--- src/rtl/uart_rx_ctrl_if.sv ---
// Host and uart_rx side signals of the receive controller.
// slave = controller view, master = host/peripheral view.
interface uart_rx_ctrl_if #(
  parameter int unsigned FIFO_DEPTH = 8
);
  localparam int unsigned LW = $clog2(FIFO_DEPTH) + 1;

  logic          cfg_enable;
  logic [31:0]   cfg_baud_div;
  logic          rd_en;
  logic          clr_flags;
  logic          rx_en;
  logic [31:0]   baud_div;
  logic [7:0]    rx_data_out;
  logic          rx_busy;
  logic          rx_done_tick;
  logic          rx_error;
  logic [7:0]    rd_data;
  logic          rd_valid;
  logic          fifo_full;
  logic [LW-1:0] fifo_level;
  logic          overrun;
  logic [7:0]    err_cnt;
  logic          timeout_irq;

  modport slave (
    input  cfg_enable, cfg_baud_div, rd_en, clr_flags,
    input  rx_data_out, rx_busy, rx_done_tick, rx_error,
    output rx_en, baud_div, rd_data, rd_valid, fifo_full, fifo_level,
    output overrun, err_cnt, timeout_irq
  );

  modport master (
    output cfg_enable, cfg_baud_div, rd_en, clr_flags,
    output rx_data_out, rx_busy, rx_done_tick, rx_error,
    input  rx_en, baud_div, rd_data, rd_valid, fifo_full, fifo_level,
    input  overrun, err_cnt, timeout_irq
  );
endinterface

--- src/rtl/uart_rx_ctrl.sv ---
// UART receive controller: enable/divider sequencing, FWFT receive FIFO, error and overrun flags.
// Optional idle timeout enabled by defining UART_RX_CTRL_TIMEOUT_EN.
module uart_rx_ctrl #(
  parameter int unsigned FIFO_DEPTH   = 8,
  parameter int unsigned TIMEOUT_BITS = 40
) (
  input logic           clk,
  input logic           arst_n,
  uart_rx_ctrl_if.slave bus
);
  localparam int unsigned PW = $clog2(FIFO_DEPTH);
  localparam int unsigned LW = PW + 1;

  localparam logic [1:0] StOff  = 2'd0;
  localparam logic [1:0] StLoad = 2'd1;
  localparam logic [1:0] StRun  = 2'd2;
  localparam logic [1:0] StStop = 2'd3;

  if (FIFO_DEPTH < 2 || FIFO_DEPTH > 64 || (FIFO_DEPTH & (FIFO_DEPTH - 1)) != 0 ||
      TIMEOUT_BITS == 0) begin : g_bad_param
    $error("uart_rx_ctrl: illegal FIFO_DEPTH or TIMEOUT_BITS");
  end

  logic [1:0]    r_state, w_state_nxt;
  logic [31:0]   r_baud_div, w_cfg_div;
  logic [7:0]    r_mem [FIFO_DEPTH];
  logic [PW-1:0] r_wptr, r_rptr;
  logic [LW-1:0] r_level;
  logic          r_overrun;
  logic [7:0]    r_err_cnt;
  logic          w_rx_en, w_full, w_valid, w_pop, w_frame;
  logic          w_push_req, w_push, w_ovr_set, w_err_evt;

  // A zero divider would stall uart_rx, so it is promoted to 1 before comparing or latching.
  assign w_cfg_div = (bus.cfg_baud_div == 32'd0) ? 32'd1 : bus.cfg_baud_div;

  always_comb begin
    w_state_nxt = r_state;
    case (r_state)
      StOff:  if (bus.cfg_enable) w_state_nxt = StLoad;
      StLoad: w_state_nxt = StRun;
      StRun: begin
        if (!bus.cfg_enable) begin
          w_state_nxt = bus.rx_busy ? StStop : StOff;
        end else if (!bus.rx_busy && (w_cfg_div != r_baud_div)) begin
          w_state_nxt = StLoad;
        end
      end
      StStop: if (bus.rx_done_tick || !bus.rx_busy) w_state_nxt = StOff;
      default: w_state_nxt = StOff;
    endcase
  end

  always_ff @(posedge clk or negedge arst_n) begin
    if (!arst_n) begin
      r_state    <= StOff;
      r_baud_div <= 32'd0;
    end else begin
      r_state <= w_state_nxt;
      if (r_state == StLoad) r_baud_div <= w_cfg_div;
    end
  end

  assign w_rx_en    = (r_state == StRun) || (r_state == StStop);
  assign w_full     = (r_level == LW'(FIFO_DEPTH));
  assign w_valid    = (r_level != '0);
  assign w_pop      = bus.rd_en && w_valid;
  assign w_frame    = w_rx_en && bus.rx_done_tick;
  assign w_push_req = w_frame && !bus.rx_error;
  // A full FIFO still accepts a byte when the head leaves in the same cycle.
  assign w_push     = w_push_req && (!w_full || w_pop);
  assign w_ovr_set  = w_push_req && w_full && !w_pop;
  assign w_err_evt  = w_frame && bus.rx_error;

  always_ff @(posedge clk or negedge arst_n) begin
    if (!arst_n) begin
      for (int unsigned i = 0; i < FIFO_DEPTH; i++) r_mem[i] <= 8'd0;
    end else if (w_push) begin
      r_mem[r_wptr] <= bus.rx_data_out;
    end
  end

  always_ff @(posedge clk or negedge arst_n) begin
    if (!arst_n) begin
      r_wptr  <= '0;
      r_rptr  <= '0;
      r_level <= '0;
    end else begin
      if (w_push) r_wptr <= r_wptr + PW'(1);
      if (w_pop)  r_rptr <= r_rptr + PW'(1);
      case ({w_push, w_pop})
        2'b10:   r_level <= r_level + LW'(1);
        2'b01:   r_level <= r_level - LW'(1);
        default: r_level <= r_level;
      endcase
    end
  end

  // Set events take priority over clr_flags; a cleared counter restarts at 1.
  always_ff @(posedge clk or negedge arst_n) begin
    if (!arst_n) begin
      r_overrun <= 1'b0;
      r_err_cnt <= 8'd0;
    end else begin
      if (w_ovr_set)          r_overrun <= 1'b1;
      else if (bus.clr_flags) r_overrun <= 1'b0;
      if (w_err_evt) begin
        if (bus.clr_flags)             r_err_cnt <= 8'd1;
        else if (r_err_cnt != 8'hFF)   r_err_cnt <= r_err_cnt + 8'd1;
      end else if (bus.clr_flags) begin
        r_err_cnt <= 8'd0;
      end
    end
  end

`ifdef UART_RX_CTRL_TIMEOUT_EN
  localparam int unsigned IW = $clog2(TIMEOUT_BITS + 1);

  logic [31:0]   r_tick_cnt;
  logic [IW-1:0] r_idle_bits;
  logic          r_timeout_irq;
  logic          w_restart, w_bit_tick, w_to_set;

  assign w_restart  = w_push || w_pop || bus.rx_busy || !w_valid;
  assign w_bit_tick = ({1'b0, r_tick_cnt} + 33'd1) >= {1'b0, r_baud_div};
  assign w_to_set   = !w_restart && w_bit_tick && (r_idle_bits == IW'(TIMEOUT_BITS - 1));

  always_ff @(posedge clk or negedge arst_n) begin
    if (!arst_n) begin
      r_tick_cnt    <= 32'd0;
      r_idle_bits   <= '0;
      r_timeout_irq <= 1'b0;
    end else begin
      if (w_restart) begin
        r_tick_cnt  <= 32'd0;
        r_idle_bits <= '0;
      end else if (w_bit_tick) begin
        r_tick_cnt <= 32'd0;
        if (r_idle_bits != IW'(TIMEOUT_BITS)) r_idle_bits <= r_idle_bits + IW'(1);
      end else begin
        r_tick_cnt <= r_tick_cnt + 32'd1;
      end
      if (w_to_set)           r_timeout_irq <= 1'b1;
      else if (bus.clr_flags) r_timeout_irq <= 1'b0;
    end
  end

  assign bus.timeout_irq = r_timeout_irq;
`else
  assign bus.timeout_irq = 1'b0;
`endif

  assign bus.rx_en      = w_rx_en;
  assign bus.baud_div   = r_baud_div;
  assign bus.rd_data    = r_mem[r_rptr];
  assign bus.rd_valid   = w_valid;
  assign bus.fifo_full  = w_full;
  assign bus.fifo_level = r_level;
  assign bus.overrun    = r_overrun;
  assign bus.err_cnt    = r_err_cnt;
endmodule

--- src/flat_wrapper.sv ---
// flat-port wrapper written by rule: the top's interface ports become plain ports
module uart_rx_ctrl_flat 
#(
  parameter int unsigned FIFO_DEPTH   = 8,
  parameter int unsigned TIMEOUT_BITS = 40
)
  (clk, arst_n, bus_cfg_enable, bus_cfg_baud_div, bus_rd_en, bus_clr_flags, bus_rx_data_out, bus_rx_busy, bus_rx_done_tick, bus_rx_error, bus_rx_en, bus_baud_div, bus_rd_data, bus_rd_valid, bus_fifo_full, bus_fifo_level, bus_overrun, bus_err_cnt, bus_timeout_irq);
  uart_rx_ctrl_if #(.FIFO_DEPTH(FIFO_DEPTH)) bus_i ();
  input logic clk;
  input logic arst_n;
  input wire logic [$bits(bus_i.cfg_enable)-1:0] bus_cfg_enable;
  input wire logic [$bits(bus_i.cfg_baud_div)-1:0] bus_cfg_baud_div;
  input wire logic [$bits(bus_i.rd_en)-1:0] bus_rd_en;
  input wire logic [$bits(bus_i.clr_flags)-1:0] bus_clr_flags;
  input wire logic [$bits(bus_i.rx_data_out)-1:0] bus_rx_data_out;
  input wire logic [$bits(bus_i.rx_busy)-1:0] bus_rx_busy;
  input wire logic [$bits(bus_i.rx_done_tick)-1:0] bus_rx_done_tick;
  input wire logic [$bits(bus_i.rx_error)-1:0] bus_rx_error;
  output wire logic [$bits(bus_i.rx_en)-1:0] bus_rx_en;
  output wire logic [$bits(bus_i.baud_div)-1:0] bus_baud_div;
  output wire logic [$bits(bus_i.rd_data)-1:0] bus_rd_data;
  output wire logic [$bits(bus_i.rd_valid)-1:0] bus_rd_valid;
  output wire logic [$bits(bus_i.fifo_full)-1:0] bus_fifo_full;
  output wire logic [$bits(bus_i.fifo_level)-1:0] bus_fifo_level;
  output wire logic [$bits(bus_i.overrun)-1:0] bus_overrun;
  output wire logic [$bits(bus_i.err_cnt)-1:0] bus_err_cnt;
  output wire logic [$bits(bus_i.timeout_irq)-1:0] bus_timeout_irq;
  assign bus_i.cfg_enable = bus_cfg_enable;
  assign bus_i.cfg_baud_div = bus_cfg_baud_div;
  assign bus_i.rd_en = bus_rd_en;
  assign bus_i.clr_flags = bus_clr_flags;
  assign bus_i.rx_data_out = bus_rx_data_out;
  assign bus_i.rx_busy = bus_rx_busy;
  assign bus_i.rx_done_tick = bus_rx_done_tick;
  assign bus_i.rx_error = bus_rx_error;
  assign bus_rx_en = bus_i.rx_en;
  assign bus_baud_div = bus_i.baud_div;
  assign bus_rd_data = bus_i.rd_data;
  assign bus_rd_valid = bus_i.rd_valid;
  assign bus_fifo_full = bus_i.fifo_full;
  assign bus_fifo_level = bus_i.fifo_level;
  assign bus_overrun = bus_i.overrun;
  assign bus_err_cnt = bus_i.err_cnt;
  assign bus_timeout_irq = bus_i.timeout_irq;
  uart_rx_ctrl #(.FIFO_DEPTH(FIFO_DEPTH), .TIMEOUT_BITS(TIMEOUT_BITS)) u_core (.clk(clk), .arst_n(arst_n), .bus(bus_i));
endmodule
--- config.mk ---
export PLATFORM = sky130hd
export DESIGN_NAME = uart_rx_ctrl_flat
export DESIGN_NICKNAME = d
export VERILOG_FILES = /design/src/rtl/uart_rx_ctrl_if.sv /design/src/rtl/uart_rx_ctrl.sv /design/src/flat_wrapper.sv
export SDC_FILE = /design/constraint.sdc
export NUM_CORES = 1
export LEC_CHECK = 0
export CAP_MARGIN = 10
export CORE_MARGIN = 2
export CORE_UTILIZATION = 47
export CTS_CLUSTER_DIAMETER = 40
export DETAILED_ROUTE_END_ITERATION = 8
export PLACE_DENSITY = 0.76
export SLEW_MARGIN = 20
export SYNTH_ARGS = -nofsm -noshare
export SYNTH_HDL_FRONTEND = slang
export SYNTH_SLANG_ARGS = --single-unit
--- constraint.sdc ---
create_clock -name clk -period 2 [get_ports clk]
set_input_delay 0.2 -clock clk [delete_from_list [all_inputs] [get_ports clk]]
set_output_delay 0.2 -clock clk [all_outputs]
set_load 0.02 [all_outputs]
# Yosys cells after proc, flatten, opt, wreduce, memory -nomap -nowiden
# Cells that the tools add are included.
# Widths: inputs -> output; s select.
[word_totals] latch_bits=0 inputBits=48 reg_bits=117 memories=0 output_inout_bits=57 rom_bits=0 word_cells=81 ramBits=0
[op_classes] n_bitwise=2 shift=0 multipliers=0 n_eq_ne=11 magnitude_cmp=3 div=0 reduce_logical=25 muxes=20 addsub=5
[ops] operator="$bwmux 64" n=1
[ops] operator="$mux 8" n=7
[ops] operator="$logic_not 32->1" n=1
[ops] operator="$mux 32" n=1
[ops] operator="$ne 32x32->1" n=1
[ops] operator="$bmux 8 s3" n=1
[ops] operator="$demux 8 s3" n=1
[ops] operator="$mux 2" n=5
[ops] operator="$logic_and 1x1->1" n=9
[ops] operator="$add 8x1->8 const B" n=1
[ops] operator="$ge 4x4->1 const B" n=2
[ops] operator="$ne 8x8->1 const B" n=1
[ops] operator="$not 3->4" n=2
[ops] operator="$pmux 2 s4" n=1
[ops] operator="$pmux 4 s2" n=1
[ops] operator="$reduce_bool 2->1" n=4
[ops] operator="$add 3x1->3 const B" n=2
[ops] operator="$eq 2x2->1 const B" n=3
[ops] operator="$add 4x1->4 const B" n=1
[ops] operator="$eq 2x1->1 const B" n=2
[ops] operator="$eq 4x4->1 const B" n=1
[ops] operator="$logic_not 1->1" n=4
[ops] operator="$lt 4x1->1 const B" n=1
[ops] operator="$reduce_bool 4->1" n=1
[ops] operator="other kinds (9)" n=12

# Depth between registers and ports, before layout
# Gate-level depths: netlist (run 1).
[depth] word_depth=7 depth_mapped=11 ltp_nobuf=11

# Worst setup path before layout (run 1)
# OpenSTA, ideal clock, no wires.
[synth_path] kind="reg2reg" start="reg u_core.r_level[1] (netlist: u_core.bus.fifo_level[1])" end="reg u_core.r_level[3] (netlist: u_core.bus.fifo_level[3])" path_stages_with_launch=12 arrival_time_ps=2201 path_buffers=0 synth_period_minus_slack_ps=2333 path_slack_ps=-333 t_required_ps=1868 path_cell_list="dfrtp_1 > nor3_2 > nand2b_1 > nand2_1 > inv_1 > ha_1 > ha_1 > a21o_1 > a21oi_1 > xnor2_1 > nor2_1 > xor2_1"
[synth_via] elab_chain_len=6
[synth_rtl] item="from (decl)" line_no="uart_rx_ctrl.sv:28" rtl="logic [LW-1:0] r_level;"
[synth_rtl] item="from (signal assigned)" line_no="uart_rx_ctrl.sv:92" rtl="2'b10: r_level <= r_level + LW'(1);"
[synth_rtl] item="from (signal assigned)" line_no="uart_rx_ctrl.sv:93" rtl="2'b01: r_level <= r_level - LW'(1);"
[synth_rtl] item="from (signal assigned)" line_no="uart_rx_ctrl.sv:94" rtl="default: r_level <= r_level;"
[synth_rtl] item="$reduce_bool 4->1 (*)" line_no="uart_rx_ctrl.sv:66" rtl="assign w_valid = (r_level != '0);"
[synth_rtl] item="via bus_rd_valid" line_no="flat_wrapper.sv:22" rtl="output wire logic [$bits(bus_i.rd_valid)-1:0] bus_rd_valid;"
[synth_rtl] item="$logic_and 1x1->1 (*)" line_no="uart_rx_ctrl.sv:67" rtl="assign w_pop = bus.rd_en && w_valid;"
[synth_rtl] item="via u_core.w_pop" line_no="uart_rx_ctrl.sv:31" rtl="logic w_rx_en, w_full, w_valid, w_pop, w_frame;"
[synth_rtl] item="$logic_or 1x1->1" line_no="uart_rx_ctrl.sv:71" rtl="assign w_push = w_push_req && (!w_full || w_pop);"
[synth_rtl] item="$logic_and 1x1->1" line_no="uart_rx_ctrl.sv:71"
[synth_rtl] item="$eq 2x1->1 / $eq 2x2->1 (equally long branches)" line_no="uart_rx_ctrl.sv:91" rtl="case ({w_push, w_pop})"
[synth_rtl] item="$pmux 4 s2 / $reduce_bool 2->1 (equally long branches)"
# Mark *: on every way through the listed nets, which the timed path passes. The rest lies on a longest branch.
# A chain may end at the register's enable or synchronous reset.

# Worst setup path in the final report (run 1)
[layout_path] start="reg u_core.r_rptr[0]" end="out bus_rd_data[3]"
[layout_via] elab_chain_len=4
[layout_rtl] item="from (decl)" line_no="uart_rx_ctrl.sv:27" rtl="logic [PW-1:0] r_wptr, r_rptr;"
[layout_rtl] item="from (signal assigned)" line_no="uart_rx_ctrl.sv:90" rtl="if (w_pop) r_rptr <= r_rptr + PW'(1);"
[layout_rtl] item="$not 3->4 (not written as such)" line_no="uart_rx_ctrl.sv:155" rtl="assign bus.rd_data = r_mem[r_rptr];"
[layout_rtl] item="$bmux 8 s3" line_no="uart_rx_ctrl.sv:155"
[layout_rtl] item="$mux 8 (not written as such) (2 in a row)" line_no="uart_rx_ctrl.sv:155"
[layout_rtl] item="to (decl)" line_no="flat_wrapper.sv:21" rtl="output wire logic [$bits(bus_i.rd_data)-1:0] bus_rd_data;"
# No other way between the ends. The select of a mux whose other input is x is not followed.

==> summary.md, run 1 <==
| Metric | Value |
|---|---|
| Outcome | `finished, violations left` |
| Failing checks | `design-rule violations, negative setup slack` |
| Mapped Area | `between 5000 and 6000 um^2` |
| Simple logic cell fraction of the synthesized area | `8.07%` |
| DRC | `3` |
| Vias in the first global route | `about 4,200` |
| Netlist cell types | `41` |
| Sequential share of the synthesized area | `52.2%` |
| Post-route ant nets | `0` |
| MaxCap Viol Count | `0` |
| WL/cell | `18.5 um` |
| Die Y-Extent | `~110 um` |
| Slew @ Worst Pin | `roughly 0.54 ns` |
| Final wirelength | `between 10 and 15 mm` |
| Routing usage on met3 | `4.18%` |
| Share of total power in combinational logic | `between 40 and 50%` |
| CTS tree | `yes` |
| IO Pins | `105` |
| DRT Pass-1 Iters | `6` |
| Die ar. | `12,800 um^2` |
| Routed vias/inst | `between 5 and 6` |
| Setup WS post-layout | `-0.193 ns` |
| Root buffer cell | `clkbuf_16` |
| VDD IR-drop max | `about 0.0011 V` |
| Largest fanout on the critical path | `8` |
| Via Count | `3,859` |
| Port Buf Inserts | `103` |
| Initial antenna violation count | `0` |
| Leakage | `roughly 3.6 nW` |
| Delay-heaviest family, CP | `multiplexers` |
| Worst hold path class | `in2async` |
| Syn_nets | `roughly 460` |
| Syn-to-layout area delta | `43.7%` |
| Synth Area in XOR/XNOR | `about 6.9%` |
| Pwr dens | `about 1600 nW/um^2` |
| Mux cell area share after synthesis | `~28%` |
| Max Slew Vio Count | `0` |
| R2r setup slk | `-0.03 ns` |
| Asr flop ratio synth | `between 90% and 100%` |
| Max stage delay on crit path | `0.50 ns` |
| Synth Instances | `slightly above 400` |
| Sequential Power Share | `~33%` |
| Worst-Skew Late Latency | `between 0.4 and 0.5 ns` |
| Max Fclk | `456 MHz` |
| Initial Util | `48.7%` |
| Final setup fails | `9` |
| GRT Max-Usage Layer | `met2` |
| Worst reg2reg path startpoint | `u_core.bus.fifo_level[2]` |
| Clk pwr share | `23.4%` |
| Unrepaired setup endpoints after global routing | `yes` |
| CP endpoint kind | `output port` |
| Top FF cell, synth | `dfrtp_1` |
| Flops & latches, synth | `~120` |
| DR iter-0 viols | `187` |
| First-pass GRT wire length | `between 20 and 25 mm` |
| DP HPWL | `~9.4 mm` |
| Worst-path cell chain | `clkbuf_16 > mux4_2 > mux2_4 > buf_6` |
| Final hold viol count | `0` |
| CP arrival | `1.99 ns` |
| Met1 usage | `slightly below 30%` |
| Yosys warns | `0` |
| Combinational family with the most area after synthesis | `multiplexers` |
| Tcrit/Tclk final | `110%` |
| H-Tree Level Count | `4` |
| Switching power | `between 4 and 5 mW` |
| Post-synthesis compound-gate area fraction | `under 10%` |
| GR Layer Usage met2 | `between 30% and 40%` |
| Num Clock Sinks | `around 120` |
| Dpl cell area | `roughly 7300 um^2` |
| GRT Total Usage | `23.0%` |
| Ant. Diodes | `0` |
| Pint | `around 8.4 mW` |
| Largest net degree at the start of global routing | `50` |
| DIE WIDTH | `between 100 and 150 um` |
| Worst r2r dst | `u_core.bus.fifo_level[3]` |
| Synthesized area per cell | `approximately 14 um^2` |
| CP Data Required Time | `1.80 ns` |
| Max clock buf depth | `2` |
| Fin Clk Skew | `approximately 0.008 ns` |
| Worst-case reg-to-reg path depth | `10` |
| Fin util | `between 60% and 70%` |
| GPL Wtd Cong | `around 0.87` |
| Crit path kind | `reg2out` |
| CTS Buf Count | `17` |
| Max_slew headroom | `64.3%` |
| CP Buf/Inv Count | `2` |
| Crit. Startpoint | `u_core.r_rptr[0]` |
| Num rows | `39` |
| Fillers | `approximately 770` |
| Clock transition at the registers of the reported paths | `approximately 0.060 ns` |
| GR Overflow Total | `0` |
| Net Sw Frac | `between 30% and 40%` |
| Post-Layout Inst Area | `around 8100 um^2` |
| Critical path's slowest cell | `mux4_2` |
| Min Clock Period, post-route | `between 2 and 2.5 ns` |
| CP startpoint kind | `flop` |
| Post-layout nets | `630` |
| Total power | `about 13 mW` |
| Core Footprint | `approximately 12,000 um^2` |
| Adder-Cell Fraction of Synth Area | `between 1.5 and 2%` |
| Layout cell share with drive strength beyond 1 | `between 40% and 50%` |
| EDFF count, synth | `0` |
-- placed cells by master (no fill, tap or decap), types with 4 or more instances in the layout --
| cell type | count |
|---|---|
| xnor2_1 | 10 |
| buf_6 | 16 |
| nand2_1 | 14 |
| nor2_1 | 13 |
| dfrtp_1 | 113 |
| ha_1 | 4 |
| buf_4 | 49 |
| clkdlybuf4s50_1 | 93 |
| nor4_1 | 15 |
| mux2_2 | 98 |
| dfrtp_2 | 4 |
| clkbuf_16 | 18 |
| clkinv_2 | 6 |
| buf_12 | 7 |
| inv_1 | 7 |
| mux4_2 | 16 |
| nand4_1 | 6 |
| nand3_1 | 4 |
| xor2_1 | 34 |
| mux2_4 | 8 |
-- final cells by class --
cell class	instances	area, um^2	area share [%]
clock inverters	13	133	1.65
inverters	8	30.0	0.373
repair buffers	168	1660	20.6
flip-flops and latches	117	2930	36.4
multi-input cells	263	2680	33.3
well taps	143	179	2.22
clock buffers	19	443	5.50
-- power groups by stage --
stage	Clock (mW)	Combinational (mW)	Sequential [mW]
2_1_floorplan	0	2.76	4.41
3_5_place_dp	0	5.22	4.16
6_report	2.96	5.51	4.19
3_3_place_gp	0	5.11	4.08
5_1_grt	3.11	5.88	4.31
4_1_cts	2.99	5.61	4.18
-- what timing repair did --
item                                   CTS  global route
pin swaps                                0             4
cloned                                   2             0
setup buffers                            2             3
setup endpoints to repair               11            76
hold buffers                             1             0
endpoints found under the hold margin   38             0
resized for setup                       63            16
-- layer usage --
layer | part of all wire, % | wire (um) | up-vias
met5 | 0 | 0 | -
met1 | 43 | 5770 | 1969
met3 | 2.9 | 394 | 26
met2 | 52 | 6960 | 63
met4 | 2.7 | 367 | 0
li1 | - | - | 1801
-- kinds of logic (layout without fill, tap and decap cells) --
group	after synthesis	in the layout
other	1	1
multiplexers	124	124
buffers and inverters	23	208
AND/OR/NAND/NOR	77	77
flip-flops	117	117
XOR/XNOR	44	44
adder cells (fa/ha/maj)	7	7
AO/OA/AOI/OAI	10	10
-- synth_stat cells, types with 6 or more instances --
| cell type | n | share of area, % |
|---|---|---|
| nor2_1 | 14 | 0.94 |
| nand2_1 | 16 | 1.1 |
| xnor2_1 | 10 | 1.6 |
| mux2_2 | 106 | 21 |
| ha_1 | 6 | 1.3 |
| inv_1 | 8 | 0.54 |
| nand4_1 | 6 | 0.67 |
| mux4_2 | 16 | 6.4 |
| clkbuf_1 | 7 | 0.47 |
| xor2_1 | 34 | 5.3 |
| dfrtp_1 | 117 | 52 |
| nor4_1 | 16 | 1.8 |
-- metrics by stage --
stage | worst slack (ns) | TNS (ns) | cells | hold slack (ns)
after floorplan | -0.112 | -0.112 | 403 | -0.0956
after global placement | -0.283 | -8.57 | 693 | 0.207
after detailed placement | -0.357 | -10.91 | 693 | 0.216
after CTS | -0.280 | -1.77 | 730 | 0.314
after global routing | -0.234 | -2.15 | 731 | 0.355
final | -0.193 | -1.37 | 731 | 0.304
-- worst max path at each step --
| stage | endpoint | slack, ns | cells after the start |
|---|---|---|---|
| 5_1_grt | bus_rd_data[3] | -0.23 | 4 |
| 3_3_place_gp | u_core.r_state[1] | -0.28 | 9 |
| 4_1_cts | bus_rd_data[1] | -0.28 | 5 |
| 2_1_floorplan | u_core.bus.fifo_level[3] | -0.11 | 11 |
| 3_5_place_dp | u_core.r_state[1] | -0.36 | 9 |
| 6_report | bus_rd_data[3] | -0.19 | 4 |
-- registers in the layout (all words and copies together), names as in the netlist --
| register | cells |
|---|---|
| u_core.r_rptr | 3 |
| u_core.r_state | 2 |
| u_core.bus.baud_div | 32 |
| u_core.r_mem | 64 |
| u_core.bus.fifo_level | 4 |
| u_core.bus.err_cnt | 8 |
| u_core.bus.overrun | 1 |
| u_core.r_wptr | 3 |
No activity file was read; power rests on OpenSTA's default activity.
==> inputs of run 2 (changes only) <==
--- a/config.mk
+++ b/config.mk
@@ -7,10 +7,10 @@
 export LEC_CHECK = 0
 export CAP_MARGIN = 10
 export CORE_MARGIN = 2
-export CORE_UTILIZATION = 47
+export CORE_UTILIZATION = 52
 export CTS_CLUSTER_DIAMETER = 40
 export DETAILED_ROUTE_END_ITERATION = 8
-export PLACE_DENSITY = 0.76
+export PLACE_DENSITY = 0.8
 export SLEW_MARGIN = 20
 export SYNTH_ARGS = -nofsm -noshare
 export SYNTH_HDL_FRONTEND = slang
==> constraint.sdc (replaced) <==
create_clock -name clk -period 2.12 [get_ports clk]
set_input_delay 0.212 -clock clk [delete_from_list [all_inputs] [get_ports clk]]
set_output_delay 0.212 -clock clk [all_outputs]
set_load 0.02 [all_outputs]
==> run 2 against run 1 <==
Net effect: the flow finishes with violations (negative setup slack); power down 6.6%; via count rose by 3.1%; sequential share of layout area is 0.31 points higher; first-iteration DRC count fell by 18%; sequential cell count unchanged.
==> summary.md, run 2 (synthesis gave the netlist of run 1 again) <==
| Metric | Value |
|---|---|
| Outcome | `finished, violations left` |
| Failing checks | `negative setup slack` |
| CTS tree | `yes` |
| Ant. Diodes | `0` |
| Final hold viol count | `0` |
| Tcrit/Tclk final | `109%` |
| Fillers | `between 600 and 700` |
| CP Data Required Time | `1.91 ns` |
| DIE WIDTH | `around 110 um` |
| Commonest non-fill, non-tap cells in the layout | `dfrtp_1, mux2_2, clkdlybuf4s50_1, buf_4, xor2_1` |
| Final wirelength | `roughly 14 mm` |
| H-Tree Level Count | `4` |
| CTS Buf Count | `17` |
| Via Count | `roughly 4,000` |
| Initial antenna violation count | `0` |
| Commonest non-fill, non-tap cell in the layout | `dfrtp_1` |
| Max clock buf depth | `2` |
| Initial Util | `53.8%` |
| GPL Wtd Cong | `between 0.8 and 0.9` |
| DR iter-0 viols | `roughly 150` |
| Largest fanout on the critical path | `8` |
| Max stage delay on crit path | `a little under 0.5 ns` |
| DP HPWL | `~9 mm` |
| Die ar. | `11,600 um^2` |
| Max reg flops | `64` |
| Layout cell share with drive strength beyond 1 | `between 40% and 50%` |
| Post-route ant nets | `0` |
| First-pass GRT wire length | `21.9 mm` |
| Num Clock Sinks | `approximately 120` |
| Syn-to-layout area delta | `42.4%` |
| Most used cell, CP | `buf_4` |
| GRT Total Usage | `between 20 and 30%` |
| Pwr dens | `around 1500 nW/um^2` |
| Setup WS post-layout | `-0.200 ns` |
| CP startpoint kind | `flop` |
| CP arrival | `approximately 2.1 ns` |
| Max_slew headroom | `around 66%` |
| Unrepaired setup endpoints after global routing | `yes` |
| Max Slew Vio Count | `0` |
| WL/cell | `19.2 um` |
| Delay-heaviest family, CP | `multiplexers` |
| Root buffer cell | `clkbuf_8` |
| Core Footprint | `10,400 um^2` |
| Port Buf Inserts | `103` |
| IO Pins | `105` |
| Largest net degree at the start of global routing | `65` |
| Min Clock Period, post-route | `roughly 2.3 ns` |
| Slew @ Worst Pin | `approximately 0.51 ns` |
| Final std cells w/o fill | `717` |
| GR Overflow Total | `0` |
| MaxCap Viol Count | `0` |
| Max Fclk | `roughly 430 MHz` |
| Crit path kind | `reg2out` |
| VDD IR-drop max | `0.000811 V` |
| Num rows | `37` |
| Fin util | `between 70% and 80%` |
| Vias in the first global route | `approximately 4,200` |
| Leakage | `~3.6 nW` |
| Die Y-Extent | `around 110 um` |
| Largest Register | `u_core.r_mem` |
| Final setup fails | `8` |
| Post-layout nets | `624` |
| Routed vias/inst | `between 5 and 6` |
| Fin Clk Skew | `0.00761 ns` |
| CP endpoint kind | `output port` |
| DRT Pass-1 Iters | `4` |
| Critical path's slowest cell | `mux4_2` |
| Total placed cells including tap cells | `around 680` |
| Post-Layout Inst Area | `about 8000 um^2` |
| CP Buf/Inv Count | `3` |
| Worst-Skew Late Latency | `between 0.5 and 0.6 ns` |
| DRC | `0` |
| Dpl cell area | `between 7000 and 8000 um^2` |
| Clock transition at the registers of the reported paths | `0.06 ns` |
| Hold slack | `roughly 0.19 ns` |
| Worst hold path class | `in2async` |
| Worst-path cell chain | `buf_4 > buf_16 > mux4_2 > mux2_2 > buf_4` |
==> run 2: cell count changes in the layout (fill, tap and decap cells not counted), sizes merged <==
cell,change
clkbuf,+1
inv,-1
dlygate4sd2,+1
buf,-5
clkinv,-4
clkinvlp,+1
==> run 2: metal layers <==
metal	routed length (um)	track usage, %	vias to the layer above
li1	-	-	1801
met1	5960	33.8	2027
met2	6820	39.7	117
met3	594	6.48	35
met4	396	10.6	0
met5	0	0	-
==> run 2: area by class of cell <==
| cell class | instances | area (um^2) | share of cell area (%) |
|---|---|---|---|
| clock buffers | 22 | 453 | 5.67 |
| clock inverters | 9 | 104 | 1.30 |
| flip-flops and latches | 117 | 2930 | 36.7 |
| multi-input cells | 263 | 2680 | 33.5 |
| repair buffers | 162 | 1620 | 20.3 |
| inverters | 8 | 30.0 | 0.376 |
| well taps | 136 | 170 | 2.13 |
==> run 2: final timing paths <==
kind	startpoint	endpoint	slack (ns)	cells past startpoint
hold / removal	arst_n	u_core.bus.baud_div[17]	0.19	2
min in group clk	bus_cfg_baud_div[17]	u_core.bus.baud_div[17]	0.38	2
setup / recovery	u_core.r_rptr[0]	bus_rd_data[5]	-0.20	5
hold reg to reg	u_core.bus.overrun	u_core.bus.overrun	0.50	2
max in group asynchronous	arst_n	u_core.r_mem[27]	1.21	3
setup reg to reg	u_core.bus.fifo_level[1]	u_core.bus.fifo_level[3]	0	10
==> run 2: repair_timing <==
action | in CTS | in global routing
pin swaps | 0 | 8
cloned | 2 | 0
setup buffers | 3 | 2
hold endpoints to repair | 33 | 0
hold buffers | 1 | 0
setup endpoints to repair | 10 | 15
resized for setup | 52 | 13
==> run 2: per-stage QoR <==
stage / setup TNS [ns] / setup slack [ns] / power, mW
finish: -1.44 / -0.200 / 11.8
detailed placement: -2.49 / -0.285 / 8.79
global placement: -1.52 / -0.192 / 8.60
floorplan: 0 / 0.00759 / 6.77
CTS: -1.49 / -0.204 / 11.8
global route: -2.00 / -0.258 / 12.4
==> run 2: report_power, final <==
part / internal, mW / switching, mW / total, mW / leakage [nW]
Clock: 1.72 / 0.967 / 2.68 / 0.271
Sequential: 3.19 / 0.752 / 3.95 / 1.49
Combinational: 2.94 / 2.25 / 5.19 / 1.82
Total: 7.85 / 3.97 / 11.8 / 3.58
==> inputs of run 3 (changes only) <==
--- a/config.mk
+++ b/config.mk
@@ -5,13 +5,12 @@
 export SDC_FILE = /design/constraint.sdc
 export NUM_CORES = 1
 export LEC_CHECK = 0
-export CAP_MARGIN = 10
+export CAP_MARGIN = 20
 export CORE_MARGIN = 2
 export CORE_UTILIZATION = 52
 export CTS_CLUSTER_DIAMETER = 40
 export DETAILED_ROUTE_END_ITERATION = 8
 export PLACE_DENSITY = 0.8
-export SLEW_MARGIN = 20
 export SYNTH_ARGS = -nofsm -noshare
 export SYNTH_HDL_FRONTEND = slang
 export SYNTH_SLANG_ARGS = --single-unit
==> results of run 3 <==
Same layout as run 2: the final DEF is identical, and so are final timing and power.
